===== config.mk =====
export PLATFORM = sky130hd
export DESIGN_NAME = ifetch_buf_flat
export DESIGN_NICKNAME = d
export VERILOG_FILES = /design/src/rtl/ifetch_buf_if.sv /design/src/rtl/ifetch_buf.sv /design/src/flat_wrapper.sv
export SDC_FILE = /design/constraint.sdc
export NUM_CORES = 1
export LEC_CHECK = 0
export ABC_AREA = 1
export BUFFER_PORTS_ARGS = -buffer_cell sky130_fd_sc_hd__buf_2
export CORE_ASPECT_RATIO = 1.1
export CORE_MARGIN = 2
export CORE_UTILIZATION = 45
export CTS_BUF_LIST = sky130_fd_sc_hd__clkbuf_8
export DETAILED_ROUTE_END_ITERATION = 12
export PLACE_DENSITY_LB_ADDON = 0.12
export SLEW_MARGIN = 30
export SYNTH_ARGS = -nofsm -noshare
export SYNTH_HDL_FRONTEND = slang
export SYNTH_SLANG_ARGS = --single-unit

===== constraint.sdc =====
create_clock -name clk -period 2.9 [get_ports clk]
set_input_delay 0.435 -clock clk [delete_from_list [all_inputs] [get_ports clk]]
set_output_delay 0.435 -clock clk [all_outputs]
set_load 0.03 [all_outputs]

===== src/rtl/ifetch_buf_if.sv =====
// Fetch-unit bundle: instruction memory port, execute redirect and decode handshake.
// master = fetch unit side, slave = memory/execute/decode side.
interface ifetch_buf_if #(
  parameter int PC_W    = 32,
  parameter int INSTR_W = 32
);
  logic               imem_req;
  logic [PC_W-1:0]    imem_addr;
  logic               imem_ready;
  logic               imem_rvalid;
  logic [INSTR_W-1:0] imem_rdata;
  logic               redirect_valid;
  logic [PC_W-1:0]    redirect_pc;
  logic               out_valid;
  logic               out_ready;
  logic [PC_W-1:0]    out_pc;
  logic [INSTR_W-1:0] out_instr;
  logic               out_pred_taken;

  modport master (
    output imem_req, imem_addr, out_valid, out_pc, out_instr, out_pred_taken,
    input  imem_ready, imem_rvalid, imem_rdata, redirect_valid, redirect_pc, out_ready
  );
  modport slave (
    input  imem_req, imem_addr, out_valid, out_pc, out_instr, out_pred_taken,
    output imem_ready, imem_rvalid, imem_rdata, redirect_valid, redirect_pc, out_ready
  );
endinterface


===== src/rtl/ifetch_buf.sv =====
// Sequential fetch unit with a DEPTH-entry instruction queue and redirect/discard handling.
// Optional static JAL predecode is enabled by defining IFETCH_PREDECODE_EN.
module ifetch_buf #(
  parameter int              PC_W     = 32,
  parameter int              INSTR_W  = 32,
  parameter int              DEPTH    = 4,
  parameter logic [PC_W-1:0] RESET_PC = '0
) (
  input  logic         clk,
  input  logic         pc_rst_n,
  ifetch_buf_if.master bus
);
  localparam int         AW      = $clog2(DEPTH);
  localparam int         CW      = AW + 1;
  localparam logic [CW:0] DEPTH_C = (CW+1)'(DEPTH);

  logic [PC_W-1:0]               fetch_pc_q, fetch_pc_d, resp_pc_q, resp_pc_d;
  logic [CW-1:0]                 count_q, count_d, inflight_q, inflight_d, discard_q, discard_d;
  logic [AW-1:0]                 wptr_q, wptr_d, rptr_q, rptr_d;
  logic                          run_q;
  logic [DEPTH-1:0][PC_W-1:0]    pc_mem_q;
  logic [DEPTH-1:0][INSTR_W-1:0] ins_mem_q;
  logic [DEPTH-1:0]              pred_mem_q;
  logic                          accept, rsp, keep, pop, int_redirect, pred;
  logic [PC_W-1:0]               redir_tgt, jal_tgt;

  assign redir_tgt = {bus.redirect_pc[PC_W-1:2], 2'b00};
  assign rsp       = bus.imem_rvalid;
  // A response in a redirect cycle is always stale, even with no discards pending.
  assign keep      = rsp & ~bus.redirect_valid & (discard_q == '0);
  assign pop       = bus.out_valid & bus.out_ready;

`ifdef IFETCH_PREDECODE_EN
  logic [20:0]     jimm;
  logic [PC_W-1:0] jsum;
  assign jimm = {bus.imem_rdata[31], bus.imem_rdata[19:12], bus.imem_rdata[20],
                 bus.imem_rdata[30:21], 1'b0};
  assign jsum = resp_pc_q + {{(PC_W-21){jimm[20]}}, jimm};
  assign jal_tgt      = {jsum[PC_W-1:2], 2'b00};
  assign pred         = (bus.imem_rdata[6:0] == 7'b1101111);
  assign int_redirect = keep & pred;
`else
  assign jal_tgt      = '0;
  assign pred         = 1'b0;
  assign int_redirect = 1'b0;
`endif

  // Credit: queued plus in-flight never exceeds DEPTH, so a kept response always fits.
  assign bus.imem_req = run_q & ~bus.redirect_valid & ~int_redirect &
                        (({1'b0, count_q} + {1'b0, inflight_q}) < DEPTH_C);
  assign bus.imem_addr      = fetch_pc_q;
  assign accept             = bus.imem_req & bus.imem_ready;
  assign bus.out_valid      = (count_q != '0);
  assign bus.out_pc         = pc_mem_q[rptr_q];
  assign bus.out_instr      = ins_mem_q[rptr_q];
  assign bus.out_pred_taken = pred_mem_q[rptr_q];

  always_comb begin
    fetch_pc_d = fetch_pc_q;
    resp_pc_d  = resp_pc_q;
    count_d    = count_q + CW'(keep) - CW'(pop);
    inflight_d = inflight_q + CW'(accept) - CW'(rsp);
    discard_d  = discard_q;
    wptr_d     = wptr_q;
    rptr_d     = rptr_q;
    if (accept) fetch_pc_d = fetch_pc_q + PC_W'(4);
    if (keep) begin
      resp_pc_d = resp_pc_q + PC_W'(4);
      wptr_d    = wptr_q + 1'b1;
    end
    if (pop) rptr_d = rptr_q + 1'b1;
    if (rsp && discard_q != '0) discard_d = discard_q - CW'(1);
    if (bus.redirect_valid) begin
      fetch_pc_d = redir_tgt;
      resp_pc_d  = redir_tgt;
      count_d    = '0;
      rptr_d     = wptr_q;
      discard_d  = inflight_q - CW'(rsp);
    end else if (int_redirect) begin
      // JAL entry itself is pushed; everything fetched past it is stale.
      fetch_pc_d = jal_tgt;
      resp_pc_d  = jal_tgt;
      discard_d  = inflight_q - CW'(1);
    end
  end

  always_ff @(posedge clk or negedge pc_rst_n) begin
    if (!pc_rst_n) begin
      fetch_pc_q <= RESET_PC;
      resp_pc_q  <= RESET_PC;
      count_q    <= '0;
      inflight_q <= '0;
      discard_q  <= '0;
      wptr_q     <= '0;
      rptr_q     <= '0;
      run_q      <= 1'b0;
      pc_mem_q   <= '0;
      ins_mem_q  <= '0;
      pred_mem_q <= '0;
    end else begin
      fetch_pc_q <= fetch_pc_d;
      resp_pc_q  <= resp_pc_d;
      count_q    <= count_d;
      inflight_q <= inflight_d;
      discard_q  <= discard_d;
      wptr_q     <= wptr_d;
      rptr_q     <= rptr_d;
      run_q      <= 1'b1;
      if (keep) begin
        pc_mem_q[wptr_q]   <= resp_pc_q;
        ins_mem_q[wptr_q]  <= bus.imem_rdata;
        pred_mem_q[wptr_q] <= pred;
      end
    end
  end
endmodule


===== src/flat_wrapper.sv =====
// flat-port wrapper written by rule: the top's interface ports become plain ports
module ifetch_buf_flat 
#(
  parameter int              PC_W     = 32,
  parameter int              INSTR_W  = 32,
  parameter int              DEPTH    = 4,
  parameter logic [PC_W-1:0] RESET_PC = '0
)
  (clk, pc_rst_n, bus_imem_req, bus_imem_addr, bus_out_valid, bus_out_pc, bus_out_instr, bus_out_pred_taken, bus_imem_ready, bus_imem_rvalid, bus_imem_rdata, bus_redirect_valid, bus_redirect_pc, bus_out_ready);
  ifetch_buf_if #(.PC_W(PC_W), .INSTR_W(INSTR_W)) bus_i ();
  input  logic clk;
  input  logic pc_rst_n;
  output wire logic [$bits(bus_i.imem_req)-1:0] bus_imem_req;
  output wire logic [$bits(bus_i.imem_addr)-1:0] bus_imem_addr;
  output wire logic [$bits(bus_i.out_valid)-1:0] bus_out_valid;
  output wire logic [$bits(bus_i.out_pc)-1:0] bus_out_pc;
  output wire logic [$bits(bus_i.out_instr)-1:0] bus_out_instr;
  output wire logic [$bits(bus_i.out_pred_taken)-1:0] bus_out_pred_taken;
  input wire logic [$bits(bus_i.imem_ready)-1:0] bus_imem_ready;
  input wire logic [$bits(bus_i.imem_rvalid)-1:0] bus_imem_rvalid;
  input wire logic [$bits(bus_i.imem_rdata)-1:0] bus_imem_rdata;
  input wire logic [$bits(bus_i.redirect_valid)-1:0] bus_redirect_valid;
  input wire logic [$bits(bus_i.redirect_pc)-1:0] bus_redirect_pc;
  input wire logic [$bits(bus_i.out_ready)-1:0] bus_out_ready;
  assign bus_imem_req = bus_i.imem_req;
  assign bus_imem_addr = bus_i.imem_addr;
  assign bus_out_valid = bus_i.out_valid;
  assign bus_out_pc = bus_i.out_pc;
  assign bus_out_instr = bus_i.out_instr;
  assign bus_out_pred_taken = bus_i.out_pred_taken;
  assign bus_i.imem_ready = bus_imem_ready;
  assign bus_i.imem_rvalid = bus_imem_rvalid;
  assign bus_i.imem_rdata = bus_imem_rdata;
  assign bus_i.redirect_valid = bus_redirect_valid;
  assign bus_i.redirect_pc = bus_redirect_pc;
  assign bus_i.out_ready = bus_out_ready;
  ifetch_buf #(.PC_W(PC_W), .INSTR_W(INSTR_W), .DEPTH(DEPTH), .RESET_PC(RESET_PC)) u_core (.clk(clk), .pc_rst_n(pc_rst_n), .bus(bus_i));
endmodule

## Word-level counts from Yosys, hierarchy flattened

Index checks and enable logic that the tools add are counted.

- Flip-flop bits (word level): 338
- Input bits: 70
- Output and inout port bits: 99
- Logic and storage cells: 71

- Add/subtract/negate cells: 11
- Order comparisons: 4
- Muxes and demuxes: 21
- Bitwise operators: 9
- Reductions and logical operators: 9

Operators with widths:

| operator | count |
|---|---|
| 128-bit bitwise mux | 2 |
| 32-bit 2-to-1 mux | 7 |
| 32-bit binary-select mux with 2-bit select | 2 |
| 32-bit by 3-bit adder with 32-bit output (second input constant) | 2 |
| 32-bit demux with 2-bit select | 1 |
| 3-bit 2-to-1 mux | 3 |
| 3-bit by 1-bit subtractor with 3-bit output | 3 |
| 2-bit nonzero test | 4 |
| 3-bit by 1-bit adder with 3-bit output | 2 |
| 1-bit AND | 6 |
| 2-bit by 3-bit less-than comparator with 1-bit output (second input constant) | 2 |
| 3-bit nonzero test | 2 |
| 2-bit by 1-bit adder with 2-bit output (second input constant) | 2 |
| 3-bit by 3-bit adder with 4-bit output | 1 |
| 4-bit AND | 1 |
| 4-bit by 3-bit less-than comparator with 1-bit output (second input constant) | 1 |
| 2-bit 2-to-1 mux | 2 |
| 4-bit NOT | 1 |
| 3-bit logical NOT | 1 |
| 3-bit by 1-bit subtractor with 3-bit output (second input constant) | 1 |
| 1-bit binary-select mux with 2-bit select | 1 |
| 1-bit demux with 2-bit select | 1 |
| 2-bit by 1-bit greater-or-equal comparator with 1-bit output (second input constant) | 1 |
| 1-bit logical AND | 2 |
| 2 further kinds | 3 |

## Depth between registers and ports, before layout

- Word-level depth: 6
- Depth in mapped cells: 14
- Mapped depth without buffers: 13

## Worst setup path before layout

OpenSTA, ideal clock, no wires.

- Kind: register to register
- Start point: register u_core.inflight_q[1]
- End point: register u_core.inflight_q[2]
- Setup time: 129 ps
- Data arrival time: 2347 ps
- Data required time: 2771 ps
- Slack: 424 ps
- Stages on the path, launching flop included: 13
- Path buffers: 1
- Cells stage by stage: dfrtp_1 ha_1 nand3_1 nand3_1 nor2_4 nand2_4 inv_1 buf_2 ha_1 inv_1 fa_1 xnor2_1 xor2_1

- Cells in the longest elaborated chain, start to end: 6

Ends and longest elaborated chain:

| element | RTL line | source |
|---|---|---|
| start: declaration | ifetch_buf.sv:18 | `logic [CW-1:0] count_q, count_d, inflight_q, inflight_d, discard_q, discard_d;` |
| start signal: assignment | ifetch_buf.sv:104 | `inflight_q <= inflight_d;` |
| 3-bit by 3-bit adder with 4-bit output | ifetch_buf.sv:50 | `(({1'b0, count_q} + {1'b0, inflight_q}) < DEPTH_C);` |
| 4-bit by 3-bit less-than comparator with 1-bit output | ifetch_buf.sv:50 |  |
| 1-bit AND | ifetch_buf.sv:49 | `assign bus.imem_req = run_q & ~bus.redirect_valid & ~int_redirect &` |
| named net bus_imem_req | flat_wrapper.sv:13 | `output wire logic [$bits(bus_i.imem_req)-1:0] bus_imem_req;` |
| 1-bit AND | ifetch_buf.sv:52 | `assign accept = bus.imem_req & bus.imem_ready;` |
| 3-bit by 1-bit adder with 3-bit output | ifetch_buf.sv:62 | `inflight_d = inflight_q + CW'(accept) - CW'(rsp);` |
| 3-bit by 1-bit subtractor with 3-bit output | ifetch_buf.sv:62 |  |
| named net u_core.inflight_d[2] | ifetch_buf.sv:18 |  |

The timed path passes the listed nets, and every way through them passes these cells.
A chain may end at the register's enable or synchronous reset.

## Final worst setup path

- Start point: register u_core.rptr_q[0]
- End point: output bus_out_pc[15]

- Cells in the longest elaborated chain, start to end: 2

Ends and longest elaborated chain:

| element | RTL line | source |
|---|---|---|
| start: declaration | ifetch_buf.sv:19 | `logic [AW-1:0] wptr_q, wptr_d, rptr_q, rptr_d;` |
| start signal: assignment | ifetch_buf.sv:107 | `rptr_q <= rptr_d;` |
| 32-bit binary-select mux with 2-bit select | ifetch_buf.sv:54 | `assign bus.out_pc = pc_mem_q[rptr_q];` |
| 32-bit 2-to-1 mux (implied by the code) | ifetch_buf.sv:54 |  |
| end: declaration | flat_wrapper.sv:16 | `output wire logic [$bits(bus_i.out_pc)-1:0] bus_out_pc;` |

No other way between the ends. The select of a mux whose other input is x is not followed.

==> impl_metrics.ini <==
[global_route]
grt_pass1_vias = 12700
grt_pass1_wl_mm = 67.6
antenna_found_initial = 0
gr-total-overflow = 0
grt_max_degree = 88
grtUsageTotal = 0.229

[critical_path]
critPathKind = register to primary output
path_delay_family = buffers and inverters
crit_required_ns = 2.47
crit_fanout = 62
endpoint_kind = primary output
critical-path-slowest-cell = dfrtp_4
cp.buffers_inverters = 3
start_kind = register
max_stage_delay_ns = 0.60
crit_chain = clkinv_2, buf_12, o21ai_0, o22ai_1, buf_2
cp.arrival_ns = 2.33

[synth]
yosysUniqueCellTypes = 44
synth_edf_count = 0
ys_seq_elements = 326
yosysWarnings = 0
seq_area_frac_synth = 0.513
postSynthAreaPerCell_um2 = 8.18
syn-cell-area_mm2 = 0.0159
synth_cells = 1944
synthArstFlopShare = 1.00
ys.flop_type = dfrtp_1

[routing]
ant_nets = 0
drt-total-wl_mm = 41.9
num_vias = 13600
first_iter_violations = 922
routed_via_density = 5.28
routed.top_layer = met4
wl_per_cell_um = 16.3
wl_met1_mm = 19.5
first_pass_iters = 7
route.met2.wl_mm = 19.4
met3_length_mm = 2.15
drcViolationCount = 0

[power]
powerDensity_mw_per_mm2 = 1070
switching_share = 0.425
internal-power_mw = 11.2
p_leak_nw = 8.89
pwr-share-seq = 0.372
power_frac_comb = 0.407
power_frac_clock = 0.221
p_sw_mw = 8.25
ir_drop_mv = 0.508

[cells_and_area]
fillers = 3438
postLayoutCoreUtil = 0.518
final_common_cell = nand2_1
antennaDiodeCount = 0
drive_gt1_frac = 0.146
final_cell_mix = nand2_1, dfrtp_1, o21ai_1
synthToLayoutAreaGrowth_pct = 14.0
nets = 2171

[timing]
min_period_over_period = 0.954
hold_viol = 0
relSlewSlack = 0.427
fmax_mhz = 361
skew_ns = 0.0338
grt_setup_unrepaired = no
fin_tns_setup_ns = 0
min_period_ns = 2.77
setup_viol = 0
tightestPinTransition_ns = 0.860
final-max-slew-violation-count = 0

[clock_tree]
root_buffer = clkbuf_8
cts_tree = done
cts_buffers = 56
cts_sinks = 326
clk_pin_slew_ns = 0.06
insertion_delay_ns = 0.61
cts_max_path_buffers = 3
cts_max_level = 2

[floorplanning]
fp-row-count = 72
num_io_pins = 169
die_area_mm2 = 0.0369
initial_core_util = 0.454
die_width_um = 183
die_height_um = 201
placeableCoreArea_mm2 = 0.0350

[min_path]
min_path_type = input pin to register

[place]
port_buffers = 162
gp_congestion = 0.856
dp_hpwl_mm = 26.9

[run]
cap_violations = 0

[outcome]
status = complete, no violations
repair_timing:
| item | CTS | global route |
|---|---|---|
| setup endpoints to repair | 0 | 1 |
| resized for setup | 0 | 1 |
| hold buffers | 1 | 0 |
| endpoints found under the hold margin | 69 | 0 |
| setup buffers | 0 | 0 |
worst register-to-register path, cell delays in order, from the launching register on:
cell     delay (ns)
dfrtp_1        0.42
ha_1           0.31
nand3_1        0.08
nand3_1        0.11
nor2_4         0.14
nand2_4        0.13
inv_1          0.11
ha_1           0.15
inv_1          0.05
fa_1           0.40
xnor2_1        0.17
xor2_1         0.16
worst paths after layout:
| kind | to | slack, ns | depth (start not counted) | start |
|---|---|---|---|---|
| setup / recovery | bus_out_pc[15] | 0.13 | 5 | u_core.rptr_q[0]$_DFFE_PN0P_ |
| hold / removal | u_core.bus.imem_addr[11]$_DFFE_PN0P_ | 0.1 | 3 | bus_redirect_pc[11] |
| setup reg to reg | u_core.inflight_q[2]$_DFF_PN0_ | 0.61 | 11 | u_core.inflight_q[1]$_DFF_PN0_ |
| hold reg to reg | u_core.ins_mem_q[32]$_DFFE_PN0P_ | 0.48 | 2 | u_core.ins_mem_q[32]$_DFFE_PN0P_ |
| max in group asynchronous | u_core.ins_mem_q[71]$_DFFE_PN0P_ | 1.48 | 3 | pc_rst_n |
| min in group asynchronous | u_core.ins_mem_q[22]$_DFFE_PN0P_ | 0.42 | 2 | pc_rst_n |
sequential cells by signal, indices dropped and copies added, names as in the netlist:
| register | count |
|---|---|
| u_core.discard_q | 3 |
| u_core.wptr_q | 2 |
| u_core.pred_mem_q | 4 |
| u_core.rptr_q | 2 |
| u_core.bus.imem_addr | 30 |
| u_core.count_q | 3 |
| u_core.run_q | 1 |
| u_core.pc_mem_q | 120 |
| u_core.ins_mem_q | 128 |
| u_core.inflight_q | 3 |
| u_core.resp_pc_q | 30 |
power by group through the flow:
stage          Sequential, mW  Combinational [mW]  Clock [mW]
2_1_floorplan            7.08                5.74           0
3_3_place_gp             7.23                7.89           0
3_5_place_dp             7.27                8.01           0
4_1_cts                  7.22                8.02        4.40
5_1_grt                  7.45                8.78        4.62
6_report                 7.24                7.90        4.29
cells by family after synthesis:
group	Yosys count	share of synthesized area
xor+xnor	26	0.0143
other cells	2	0.000472
compound gates	527	0.178
flops	326	0.513
fa+ha+maj	18	0.0151
simple gates	783	0.200
buf+inv	262	0.0794
per-stage QoR:
stage | cells | hold WS [ns] | total power, mW | cell area (um^2) | setup WS (ns)
2_1_floorplan | 1947 | 0.139 | 12.8 | 15900 | 0.424
3_3_place_gp | 2468 | 0.454 | 15.1 | 16900 | 0.605
3_5_place_dp | 2468 | 0.460 | 15.3 | 16900 | 0.582
4_1_cts | 2573 | 0.0646 | 19.6 | 18100 | 0.0441
5_1_grt | 2573 | 0.0966 | 20.9 | 18100 | 0.0219
6_report | 2573 | 0.0961 | 19.4 | 18100 | 0.134
final cells by class:
class,count,area (um^2),share of cell area
multi-input combinational,1359,6500,0.358
sequential,326,8170,0.450
timing repair buffer,190,1150,0.0632
clock buffer,80,1100,0.0607
tap,444,556,0.0306
clock inverter,24,97.6,0.00538
inverter,150,574,0.0317
synth_stat cells (2+ instances only):
cell type	number	area, um^2
clkbuf_1	58	218
nand2_1	470	1760
buf_4	6	45.0
o211ai_1	16	120
nand3_1	65	325
buf_6	30	338
a21oi_1	17	85.1
o21ai_2	6	52.6
inv_2	5	18.8
o221ai_1	3	26.3
nor3_1	6	30.0
o22ai_1	64	400
o21ai_0	171	856
ha_1	16	200
buf_2	17	85.1
dfrtp_1	326	8160
nor2_1	207	777
nor2_4	2	22.5
o21ai_1	235	1180
fa_1	2	40.0
xnor2_1	4	35.0
nand2_4	7	78.8
nor2_2	4	25.0
a22oi_1	3	22.5
inv_1	142	533
nand4_1	12	75.1
xor2_1	22	193
and3_1	2	12.5
o31ai_1	2	15.0
o21bai_1	4	30.0
conb_1	2	7.51
nand2_2	3	18.8
a21boi_0	4	30.0
metal layers:
layer | vias up | global-route usage
li1 | 6668 | -
met5 | - | 0
met3 | 70 | 0.0342
met2 | 393 | 0.370
met4 | 0 | 0.0663
met1 | 6444 | 0.320
(Power assumes the default switching activity.)
